`src/rtl/fifo_pkg.sv`:
```
// fifo_pkg: shared helpers and types for the parametrised synchronous FIFO.
// Provides a constant clog2, the default-configuration address/count widths
// and the accept-decision struct used by the FIFO control logic.
package fifo_pkg;

  // Ceiling log2 for sizing pointers; clog2(1) = 0, clog2(8) = 3, clog2(65536) = 16.
  function automatic int clog2(input int value);
    int result;
    int remaining;
    result    = 0;
    remaining = value - 1;
    while (remaining > 0) begin
      result++;
      remaining = remaining >> 1;
    end
    return result;
  endfunction

  // Default configuration (8 entries). Instances with other depths derive
  // their own widths from clog2(DEPTH).
  localparam int DEFAULT_DEPTH = 8;
  localparam int AW            = clog2(DEFAULT_DEPTH);

  // Occupancy for the default configuration: 0..DEPTH needs one bit more than a pointer.
  typedef logic [AW:0] count_t;

  // Per-cycle accept decisions for the write and read sides.
  typedef struct packed {
    logic wr;
    logic rd;
  } acc_t;

endpackage : fifo_pkg

```
`src/rtl/fifo_mem.sv`:
```
// fifo_mem: simple dual-port RAM, DATA_W x DEPTH, synchronous write.
// Default build: registered read port (1-cycle latency, output clears on Rst).
// With SYNC_FIFO_FWFT_EN defined: asynchronous read port (head word visible
// combinationally), used for first-word-fall-through operation.
module fifo_mem #(
  parameter int DATA_W = 32,
  parameter int DEPTH  = 8,
  parameter int AW     = 3
) (
  input  logic              Clk,
  input  logic              Rst,
  input  logic              i_wr_en,
  input  logic [AW-1:0]     i_waddr,
  input  logic [DATA_W-1:0] i_wdata,
  input  logic              i_rd_en,
  input  logic [AW-1:0]     i_raddr,
  output logic [DATA_W-1:0] o_rdata
);

  // NOTE: storage has no reset; clearing it would force flops instead of RAM
  // and nothing reads a slot before it has been written.
  logic [DATA_W-1:0] r_mem [DEPTH];

  // Store the incoming word at the write address on an accepted write.
  always_ff @(posedge Clk) begin
    // NOTE: sequential state uses non-blocking assignments so every flop
    // samples pre-edge values regardless of block ordering.
    if (i_wr_en) begin
      r_mem[i_waddr] <= i_wdata;
    end
  end

`ifdef SYNC_FIFO_FWFT_EN

  // Head word is presented continuously; Rst and read strobe are not needed.
  logic w_unused;
  assign w_unused = ^{Rst, i_rd_en};
  assign o_rdata  = r_mem[i_raddr];

`else

  logic [DATA_W-1:0] r_rdata;

  // Registered read: capture the addressed word on an accepted read, else hold.
  always_ff @(posedge Clk) begin
    if (Rst) begin
      r_rdata <= '0;
    end else if (i_rd_en) begin
      r_rdata <= r_mem[i_raddr];
    end
  end

  assign o_rdata = r_rdata;

`endif

endmodule : fifo_mem

```
`src/rtl/sync_fifo_param.sv`:
```
// sync_fifo_param: parametrised single-clock FIFO with exact occupancy count,
// almost-full/almost-empty thresholds and sticky overflow/underflow flags.
// Optional macro SYNC_FIFO_FWFT_EN selects first-word-fall-through reads
// (zero latency, rd_valid = !empty); default is a registered 1-cycle read.
// Reset (Rst) is synchronous, active-high, and overrides the global enable.
module sync_fifo_param #(
  parameter int  DATA_W    = 32,
  parameter int  DEPTH     = 8,
  parameter int  AF_THRESH = DEPTH - 2,
  parameter int  AE_THRESH = 2,
  localparam int AW        = fifo_pkg::clog2(DEPTH)
) (
  input  logic              Clk,
  input  logic              Rst,
  input  logic              en,
  input  logic              wr_en,
  input  logic [DATA_W-1:0] din,
  input  logic              rd_en,
  output logic [DATA_W-1:0] dout,
  output logic              rd_valid,
  output logic [AW:0]       count,
  output logic              empty,
  output logic              full,
  output logic              almost_empty,
  output logic              almost_full,
  output logic              ovf,
  output logic              udf
);

  import fifo_pkg::*;

  // Thresholds and depth sized to the count register for clean compares.
  localparam logic [AW:0] DEPTH_C = (AW+1)'(DEPTH);
  localparam logic [AW:0] AF_C    = (AW+1)'(AF_THRESH);
  localparam logic [AW:0] AE_C    = (AW+1)'(AE_THRESH);

  logic [AW-1:0]     r_wptr;
  logic [AW-1:0]     r_rptr;
  logic [AW:0]       r_count;
  logic              r_ovf;
  logic              r_udf;
  logic              w_empty;
  logic              w_full;
  logic [DATA_W-1:0] w_rdata;
  acc_t              w_acc;

  // Status decodes come straight from the registered count, never from pointers.
  assign w_empty = (r_count == '0);
  assign w_full  = (r_count == DEPTH_C);

  // Accept decisions: a read needs data; a write needs room or a same-cycle read
  // freeing a slot. Nothing is accepted while disabled or in reset.
  always_comb begin
    // NOTE: defaults first so every path assigns w_acc and no latch is inferred.
    w_acc = '0;
    if (!Rst && en) begin
      w_acc.rd = rd_en & ~w_empty;
      w_acc.wr = wr_en & (~w_full | w_acc.rd);
    end
  end

  // Pointers, occupancy and sticky error flags.
  always_ff @(posedge Clk) begin
    if (Rst) begin
      r_wptr  <= '0;
      r_rptr  <= '0;
      r_count <= '0;
      r_ovf   <= 1'b0;
      r_udf   <= 1'b0;
    end else if (en) begin
      // Pointers are exactly AW bits and wrap from DEPTH-1 to 0 by overflow.
      if (w_acc.wr) begin
        r_wptr <= r_wptr + 1'b1;
      end
      if (w_acc.rd) begin
        r_rptr <= r_rptr + 1'b1;
      end

      // Count moves only when exactly one side is accepted.
      case ({w_acc.wr, w_acc.rd})
        2'b10:   r_count <= r_count + 1'b1;
        2'b01:   r_count <= r_count - 1'b1;
        default: r_count <= r_count;
      endcase

      // A refused write is an overflow; a read request on empty is an underflow,
      // even when a simultaneous write is accepted.
      if (wr_en && !w_acc.wr) begin
        r_ovf <= 1'b1;
      end
      if (rd_en && w_empty) begin
        r_udf <= 1'b1;
      end
    end
  end

  fifo_mem #(
    .DATA_W (DATA_W),
    .DEPTH  (DEPTH),
    .AW     (AW)
  ) u_mem (
    .Clk     (Clk),
    .Rst     (Rst),
    .i_wr_en (w_acc.wr),
    .i_waddr (r_wptr),
    .i_wdata (din),
    .i_rd_en (w_acc.rd),
    .i_raddr (r_rptr),
    .o_rdata (w_rdata)
  );

`ifdef SYNC_FIFO_FWFT_EN

  // Head word is valid whenever the FIFO holds data; rd_en acknowledges it.
  assign rd_valid = ~w_empty;

`else

  logic r_rd_valid;

  // rd_valid marks the cycle after an accepted read, when dout carries the word.
  always_ff @(posedge Clk) begin
    if (Rst) begin
      r_rd_valid <= 1'b0;
    end else begin
      r_rd_valid <= w_acc.rd;
    end
  end

  assign rd_valid = r_rd_valid;

`endif

  assign dout         = w_rdata;
  assign count        = r_count;
  assign empty        = w_empty;
  assign full         = w_full;
  assign almost_empty = (r_count <= AE_C);
  assign almost_full  = (r_count >= AF_C);
  assign ovf          = r_ovf;
  assign udf          = r_udf;

endmodule : sync_fifo_param
```
`config.mk`:
```
export PLATFORM = sky130hd
export DESIGN_NAME = sync_fifo_param
export DESIGN_NICKNAME = d
export VERILOG_FILES = /design/src/rtl/fifo_pkg.sv /design/src/rtl/fifo_mem.sv /design/src/rtl/sync_fifo_param.sv
export SDC_FILE = /design/constraint.sdc
export NUM_CORES = 1
export LEC_CHECK = 0
export CAP_MARGIN = 20
export CORE_ASPECT_RATIO = 1.2
export CORE_MARGIN = 5
export CORE_UTILIZATION = 50
export DETAILED_ROUTE_END_ITERATION = 8
export GPL_TIMING_DRIVEN = 0
export PLACE_DENSITY = 0.69
export SYNTH_ARGS = -nofsm -noshare
export SYNTH_HDL_FRONTEND = slang
export SYNTH_HIERARCHICAL = 1
export SYNTH_SLANG_ARGS = --single-unit
```
`constraint.sdc`:
```
create_clock -name Clk -period 5.4 [get_ports Clk]
set_clock_uncertainty 0.05 [all_clocks]
set_input_delay 0.54 -clock Clk [delete_from_list [all_inputs] [get_ports Clk]]
set_output_delay 0.54 -clock Clk [all_outputs]
set_load 0.01 [all_outputs]
```
**Word level (Yosys, flattened, before mapping)**

Memories as Yosys holds them, arrays and structs flattened. A register that Yosys moved wholly into a read port is not among the register bits.
Index checks and enable logic that the tools add are counted.

- Equality and inequality tests: 3
- Reduce and logical (&&, ||, !) cells: 12
- Add/subtract/negate cells: 4
- Order comparisons: 2
- Multiplexer cells: 4
- Bitwise operators: 5

Operators by type and width:

| cell | number |
|---|---|
| 2-bit AND reduction | 5 |
| 4-bit one-hot mux with 2 select lines | 1 |
| 3-bit by 1-bit adder with 3-bit output (second input constant) | 2 |
| 4-bit by 1-bit adder with 4-bit output (second input constant) | 1 |
| 4-bit == test (second input constant) | 1 |
| 4-bit by 3-bit >= comparator with 1-bit output (second input constant) | 1 |
| 4-bit by 2-bit <= comparator with 1-bit output (second input constant) | 1 |
| 4-bit logical NOT | 1 |
| 4-bit by 1-bit subtractor with 4-bit output (second input constant) | 1 |
| 1-bit logical AND | 3 |
| 1-bit AND | 2 |
| 2-bit by 1-bit == test with 1-bit output (second input constant) | 1 |
| 2-bit == test (second input constant) | 1 |
| 1-bit logical NOT | 2 |
| 1-bit 2-to-1 mux | 2 |
| 2-bit 2-to-1 mux | 1 |
| 1-bit inverter | 2 |
| 2-bit nonzero test | 1 |
| 1-bit bitwise OR | 1 |

- Input port bits: 37
- RAM bits: 256
- Memories kept: 1
- Register bits: 13
- Output and inout bits: 43

Memories:

| name | words | bits a word | rd ports | clocked after memory_dff | wr ports | line | text |
|---|---|---|---|---|---|---|---|
| u_mem.r_mem | 8 | 32 | 1 | 1 | 1 | fifo_mem.sv:22 | `logic [DATA_W-1:0] r_mem [DEPTH];` |

**Depth between registers and ports, before layout**

Gate-level depths: netlist of the first run.

- Depth in word-level cells: 9
- Depth in mapped cells: 11
- Mapped depth without buffers: 10

**Cells and area by module**

Netlist of the first run, hierarchy kept.

Modules (own cells, without submodules):

| module | instances | cells an instance | area an instance (µm²) | seq. area each (µm²) |
|---|---|---|---|---|
| fifo_mem | 1 | 598 | 10958.0 | 8328.0 |
| sync_fifo_param | 1 | 74 | 683.2 | 260.2 |

**Least setup slack after synthesis of the first run**

OpenSTA, ideal clock, no wires.

- Kind: register to register
- Start: register r_count[2], in the netlist count[2]
- End: memory u_mem.r_mem[0][0] (enable)
- Path buffers: 0
- Arrival time: 3.484 ns
- Library setup time: 0.461 ns
- Stages on the path, launching flop included: 7
- Data required time: 4.889 ns
- Period minus slack after synthesis: 3.995 ns
- Slack: 1.405 ns
- Cell sequence: dfxtp_1 or4b_4 o211ai_2 or2_2 inv_1 nand2b_1 nor3_1

RTL lines:

| element | line | text |
|---|---|---|
| start: declaration | sync_fifo_param.sv:39 | `logic [AW:0] r_count;` |
| start signal: assignment | sync_fifo_param.sv:81 | `2'b10: r_count <= r_count + 1'b1;` |
| start signal: assignment | sync_fifo_param.sv:82 | `2'b01: r_count <= r_count - 1'b1;` |
| start signal: assignment | sync_fifo_param.sv:83 | `default: r_count <= r_count;` |
| end: declaration | fifo_mem.sv:22 |  |

==> results of run 1 <==
[cells in the final DEF, fill, tap and decap left out, types with 4 or more instances in the layout]
| cell type | synthesis | layout |
|---|---|---|
| a21oi_1 | 4 | 4 |
| clkbuf_1 | 23 | 27 |
| clkinv_2 | 0 | 6 |
| clkbuf_16 | 0 | 30 |
| a221o_1 | 18 | 18 |
| nor2_4 | 0 | 6 |
| nand2_1 | 5 | 5 |
| a22oi_1 | 14 | 14 |
| o221ai_1 | 14 | 14 |
| clkdlybuf4s50_1 | 0 | 79 |
| clkinv_1 | 0 | 7 |
| mux2_2 | 64 | 64 |
| dfxtp_1 | 45 | 45 |
| mux2i_1 | 66 | 66 |
| buf_4 | 4 | 4 |
| a211oi_2 | 18 | 18 |
| nor2_1 | 51 | 45 |
| buf_12 | 1 | 6 |
| buf_6 | 7 | 13 |
| ha_1 | 5 | 5 |
| a211oi_1 | 15 | 15 |
| o22ai_1 | 18 | 18 |
| xnor2_1 | 4 | 4 |
| edfxtp_1 | 256 | 256 |
| nand2b_1 | 5 | 5 |
[per-stage QoR]
stage | setup WS [ps] | instance area [um2] | utilization, % | cells | hold WS [ps]
after floorplan | 1410 | 11600 | - | 672 | 442
after global placement | -1630 | 12800 | 55.6 | 1066 | 403
after detailed placement | 1780 | 13100 | 56.8 | 1079 | 420
after CTS | 2300 | 14000 | 60.8 | 1132 | 438
after global routing | 2190 | 14000 | 60.8 | 1132 | 464
final | 2300 | 14000 | 60.8 | 1132 | 433
[sequential cells by signal, indices dropped and copies added (netlist names)]
signal and count:
ovf 1, u_mem/o_rdata 32, udf 1, r_wptr 3, rd_valid 1, r_rptr 3
count 4, u_mem/r_mem 256
[cells by family (layout without fill, tap and decap cells)]
kind of cell,count (synthesis),count (layout),share of synthesized area (%)
AOI/OAI and AO/OA,111,111,8.20
xor gates and xnor gates,7,7,0.527
adders and majority gates,5,5,0.537
buffers and inverters,43,188,2.14
DFF,301,301,73.8
muxes,130,130,11.9
and+or+nand+nor,75,75,2.96
[final cells by class]
class                   instances  area [um2]
repair buffers                 92        1000
plain buffers                  40         238
clock buffers                  37         807
flip-flops and latches        301        8590
clock inverters                16         105
fillers                      1709        9050
inverters                       3        11.3
multi-input cells             328        2860
well taps                     315         394
[worst max-delay path: stages (launching register included)]
cell and delay, ps:
dfxtp_1 540, or4b_4 220, o211ai_2 110, or2_2 330, inv_1 80, nand2_1 210, nor3_2 770, buf_6 280
buf_6 190
[worst max-delay path by stage]
stage / from / to / slack (ps) / cells after the start
2_1_floorplan: count[2] / u_mem/r_mem[0][0] / 1410 / 6
3_3_place_gp: Rst / u_mem/r_mem[0][5] / -1630 / 5
3_5_place_dp: Rst / u_mem/r_mem[4][28] / 1780 / 7
4_1_cts: count[2] / u_mem/r_mem[4][20] / 2300 / 8
5_1_grt: count[2] / u_mem/r_mem[4][28] / 2190 / 8
6_report: count[2] / u_mem/r_mem[4][28] / 2300 / 8
[cells in the mapped netlist, types with 3 or more instances]
cell type,count
o221ai_1,14
buf_2,3
nand2_1,5
inv_1,3
a211oi_2,18
ha_1,5
mux2_2,64
mux2i_1,66
buf_6,7
xnor2_1,4
nand2b_1,5
a21oi_1,4
nor3_1,4
dfxtp_1,45
a22oi_1,14
a211oi_1,15
edfxtp_1,256
buf_4,4
a221o_1,18
nor2_1,51
o22ai_1,18
clkbuf_1,23
xor2_1,3
[power by group through the flow]
stage | Clock (mW) | Sequential (mW) | Combinational, mW
2_1_floorplan | 0 | 2.59 | 0.0593
3_3_place_gp | 0 | 2.59 | 0.134
3_5_place_dp | 0 | 2.59 | 0.145
4_1_cts | 1.94 | 2.54 | 0.147
5_1_grt | 2.04 | 2.54 | 0.158
6_report | 1.91 | 2.54 | 0.146
[metal layers]
| metal | vias up | routed length [um] | GRT usage (%) |
|---|---|---|---|
| met5 | - | 7 | 0 |
| met1 | 3259 | 10600 | 25.0 |
| met4 | 2 | 586 | 5.88 |
| met2 | 192 | 13900 | 36.3 |
| met3 | 47 | 1430 | 3.05 |
| li1 | 2917 | - | - |
==> flow_summary.ini, run 1 <==
[cts]
htreeDepth = 1
cts_tree = done
clkLatencyLatePin_ps = 530
cts_sinks = 301
cts_hold_repair.buffers = 0
cts_resized = 0
cts_setup_buffers = 0
numCtsBuffers = 29
clockBufferDepth = 3
root_buffer = clkbuf_16
clkTransAtPathRegs_ps = 60

[critical_path]
rrSetupSlack_ps = 2300
critPathRequiredTime_ps = 5580
regToRegEndpoint = u_mem/r_mem[4][28]
worstPathMaxFanout = 10
cp-end-kind = flip-flop
r2r_start = count[2]
cp-start-kind = flip-flop
crit_arrival_ps = 3280
crit_type = reg -> reg
ff2ff_path_depth = 8

[detailed_routing]
via_per_inst = 5.67
first_pass_iters = 5
routedWlPerCell_um = 23.4
ant_nets = 0
num_vias = 6417
drcViolationCount = 0
drt_iter0_markers = 435
wirelength_mm = 26.5

[placement]
io_buffers = 79
hpwl_mm = 16.7
gp_congestion = 0.776

[synth]
yosys.area.top_type_share_pct = 66.0
synth-edff-count = 256
synth-seq-cells = 301
netlist_top_cells_area = edfxtp_1, dfxtp_1, mux2_2
avgSynthCellArea_um2 = 17.3
yosysTopAreaCell = edfxtp_1
synthArstFlopShare_pct = 0
seq_area_frac_synth_pct = 73.8
syn_area_um2 = 11600
syn_inst = 672
yosysWarnings = 6
synth_cell_types = 39
syn_nets = 714
ys.flop_type = edfxtp_1

[status]
status = complete, no violations

[power_and_ir_drop]
pwr-share-clk_pct = 41.6
p_per_area_nw_per_um2 = 329
ir_drop_uv = 337
p_sw_uw = 904
pwr-share-comb_pct = 3.2
seqPwrFrac_pct = 55.3
p_leak_nw = 4.39
total_power_mw = 4.60
swShare_pct = 19.6
intPower_mw = 3.70

[grt]
grt-ovfl-total = 0
grt_pass1_wl_mm = 39.8
grtUsageTotal_pct = 20.1
grt_max_degree = 25
antenna_found_initial = 1
first_global_vias = 6739

[floorplan]
die_height_um = 177
core-area_um2 = 23000
start_util_pct = 50.5
die_w_um = 149
ioPinCount = 80
rows = 61
die_area_um2 = 26400

[sta]
fin_setup_tns_ps = 0
maxSlewHeadroom_pct = 37.2
hold_viol_final = 0
finalCriticalPeriod_ps = 3100
rsz0062_at_grt = no
setup_violations = 0
post-route-period-util_pct = 57.4
max_freq_mhz = 322
worst_pin_slew_ps = 936
slew_violations = 0

[min_path]
hold_depth = 2
hp-start = ovf
whs_endpoint = ovf
hp-class = reg -> reg

[finish]
drive_gt1_share_pct = 20.2
final_net_count = 837
area_delta_synth_final_pct = 20.3
diodes = 0

[job]
drv_cap = 0
(Power assumes the default switching activity.)
==> run 2, diff against run 1 <==
==> constraint.sdc (replaced) <==
create_clock -name Clk -period 2.9 [get_ports Clk]
set_clock_uncertainty 0.05 [all_clocks]
set_input_delay 0.29 -clock Clk [delete_from_list [all_inputs] [get_ports Clk]]
set_output_delay 0.29 -clock Clk [all_outputs]
set_load 0.01 [all_outputs]
==> run 2 against run 1 <==
Compared with the run above:
- final cell count barely moved
- worst setup slack got worse by 2200 ps
- sequential share of layout area fell by 0.76 points
- global-route usage fell by 0.46 points
- routed wire length fell by 1.2%
- power rose by 92%
- utilization rose by 0.76 points
- combinational power rose by 90%
- non-clock buffer count rose by 2
- critical path depth rose by 3
- design area rose by 1.3%
- critical endpoint is now count[2]
==> flow_summary.ini, run 2 (synthesis results as in run 1) <==
[status]
status = complete, no violations

[detailed_routing]
routedWlPerCell_um = 23.1
ant_nets = 0
first_pass_iters = 5
num_vias = 6351
drt_iter0_markers = 373
via_per_inst = 5.61
drcViolationCount = 0
wirelength_mm = 26.2

[critical_path]
rrSetupSlack_ps = 130
critPathSlowestCell = or4b_4
critical_path.cell_chain = buf_6 > or4b_4 > o211ai_4 > or2_2 > ha_2 > xor2_1 > ha_1 > a21oi_2 > xnor2_2 > a21oi_1 > a31o_2
cp-end-kind = flip-flop
crit_arrival_ps = 3150
cp.buffers_inverters = 1
max_stage_delay_ps = 560
worstPathMaxFanout = 10
r2r_start = count[1]
critPathRequiredTime_ps = 3290
critical_path.top_delay_family = simple AND/OR/NAND/NOR gates
cp-start-kind = flip-flop
crit_path_start = count[1]
crit_type = reg -> reg

[grt]
antenna_found_initial = 0
grt_max_degree = 23
grtUsageTotal_pct = 19.6
first_global_vias = 6700
grt_pass1_wl_mm = 39.0
grt-ovfl-total = 0

[finish]
largest-register = u_mem/r_mem
regArea_um2 = 8590
final_cell_mix = edfxtp_1, clkdlybuf4s50_1, mux2i_1, mux2_2
final_net_count = 838
final_util_pct = 61.5
fillerInstances = 1690
final_common_cell = edfxtp_1
drive_gt1_share_pct = 21.4
diodes = 0
multi_input_area_um2 = 2890
area_delta_synth_final_pct = 21.8
largest_reg_flops = 256

[cts]
numCtsBuffers = 28
root_buffer = clkbuf_16
cts_tree = done
cts_sinks = 301
clockBufferDepth = 3
cts_hold_repair.buffers = 0
clkTransAtPathRegs_ps = 70
htreeDepth = 1
clkLatencyLatePin_ps = 540

[placement]
hpwl_mm = 16.6
gp_congestion = 0.729
io_buffers = 79

[floorplan]
rows = 61
start_util_pct = 50.5
die_height_um = 177
ioPinCount = 80
core-area_um2 = 23000
die_area_um2 = 26400
die_w_um = 149

[sta]
maxSlewHeadroom_pct = 38.9
fin_hold_ws_ps = 413
post-route-period-util_pct = 95.4
setup_violations = 0
worst_pin_slew_ps = 916
max_freq_mhz = 361
hold_viol_final = 0
rsz0062_at_grt = no
finalCriticalPeriod_ps = 2770
slew_violations = 0

[min_path]
hp-start = din[24]
hp-class = in -> reg

[job]
drv_cap = 0

[power_and_ir_drop]
p_leak_nw = 4.46
p_per_area_nw_per_um2 = 623
ir_drop_uv = 519
[run 2: cell types whose count changed in the layout (fill, tap and decap cells not counted), moves of 2 or more]
cell       change
buf_6          -6
clkinv_1       -5
buf_12         +4
bufinv_16      +3
buf_4          +2
clkbuf_8       +2
clkinv_2       +2
nor3_2         -2
nor3_4         +2
[run 2: where the power goes]
group          leakage, nW  switching [mW]  total [mW]  internal, mW
Sequential            2.67          0.0161        4.74          4.72
Combinational         1.30           0.154       0.278         0.124
Clock                0.492            1.51        3.81          2.30
[run 2: final cells by class]
class / instances / area share [%]
repair buffers: 94 / 7.55
multi-input cells: 328 / 20.4
plain buffers: 40 / 1.68
flip-flops and latches: 301 / 60.6
clock buffers: 37 / 5.68
inverters: 3 / 0.0794
well taps: 315 / 2.78
clock inverters: 15 / 1.24
[run 2: routing by layer]
layer	GRT usage, %	wire, um	part of all wire [%]	vias to the layer above
met5	0	0	0	-
met1	24.4	10400	40	3196
met2	35.6	13700	52	183
li1	-	-	-	2924
met3	2.89	1330	5.1	48
met4	5.61	704	2.7	0
[run 2: final timing paths]
check / endpoint / cells past startpoint
setup reg to reg: count[2] / 11
setup / recovery: count[2] / 11
hold reg to reg: ovf / 2
hold / removal: u_mem/r_mem[3][24] / 1
[run 2: stage by stage]
stage	instance area (um2)	setup TNS [ps]	std cells	setup WS [ps]	power, mW
2_1_floorplan	11700	-51510	672	-238	4.94
3_3_place_gp	12800	-484550	1066	-2000	5.08
3_5_place_dp	13100	-18970	1076	-290	5.10
4_1_cts	14100	0	1131	26.7	8.90
5_1_grt	14200	0	1133	5.40	9.10
6_report	14200	0	1133	132	8.83
[run 2: worst register-to-register path: cells and delay by family, from the launching register on]
family | cells | cell delay, ps
AO/OA/AOI/OAI | 4 | 600
XOR/XNOR | 2 | 350
adder cells (fa/ha/maj) | 2 | 450
buffers and inverters | 1 | 140
flip-flops | 1 | 320
AND/OR/NAND/NOR | 2 | 740
[run 2: timing repair]
item,in CTS,in global routing
endpoints found under the setup margin,10,25
buffers inserted,3,2
gates resized for setup,0,4
pin swaps,1,1
==> run 3, diff against run 2 <==
--- a/config.mk
+++ b/config.mk
@@ -11,6 +11,7 @@
 export CORE_UTILIZATION = 50
 export DETAILED_ROUTE_END_ITERATION = 8
 export GPL_TIMING_DRIVEN = 0
+export HOLD_SLACK_MARGIN = 0.02
 export PLACE_DENSITY = 0.69
 export SYNTH_ARGS = -nofsm -noshare
 export SYNTH_HDL_FRONTEND = slang
==> results of run 3 <==
The final DEF is identical to that of run 2; final timing and power are the same.
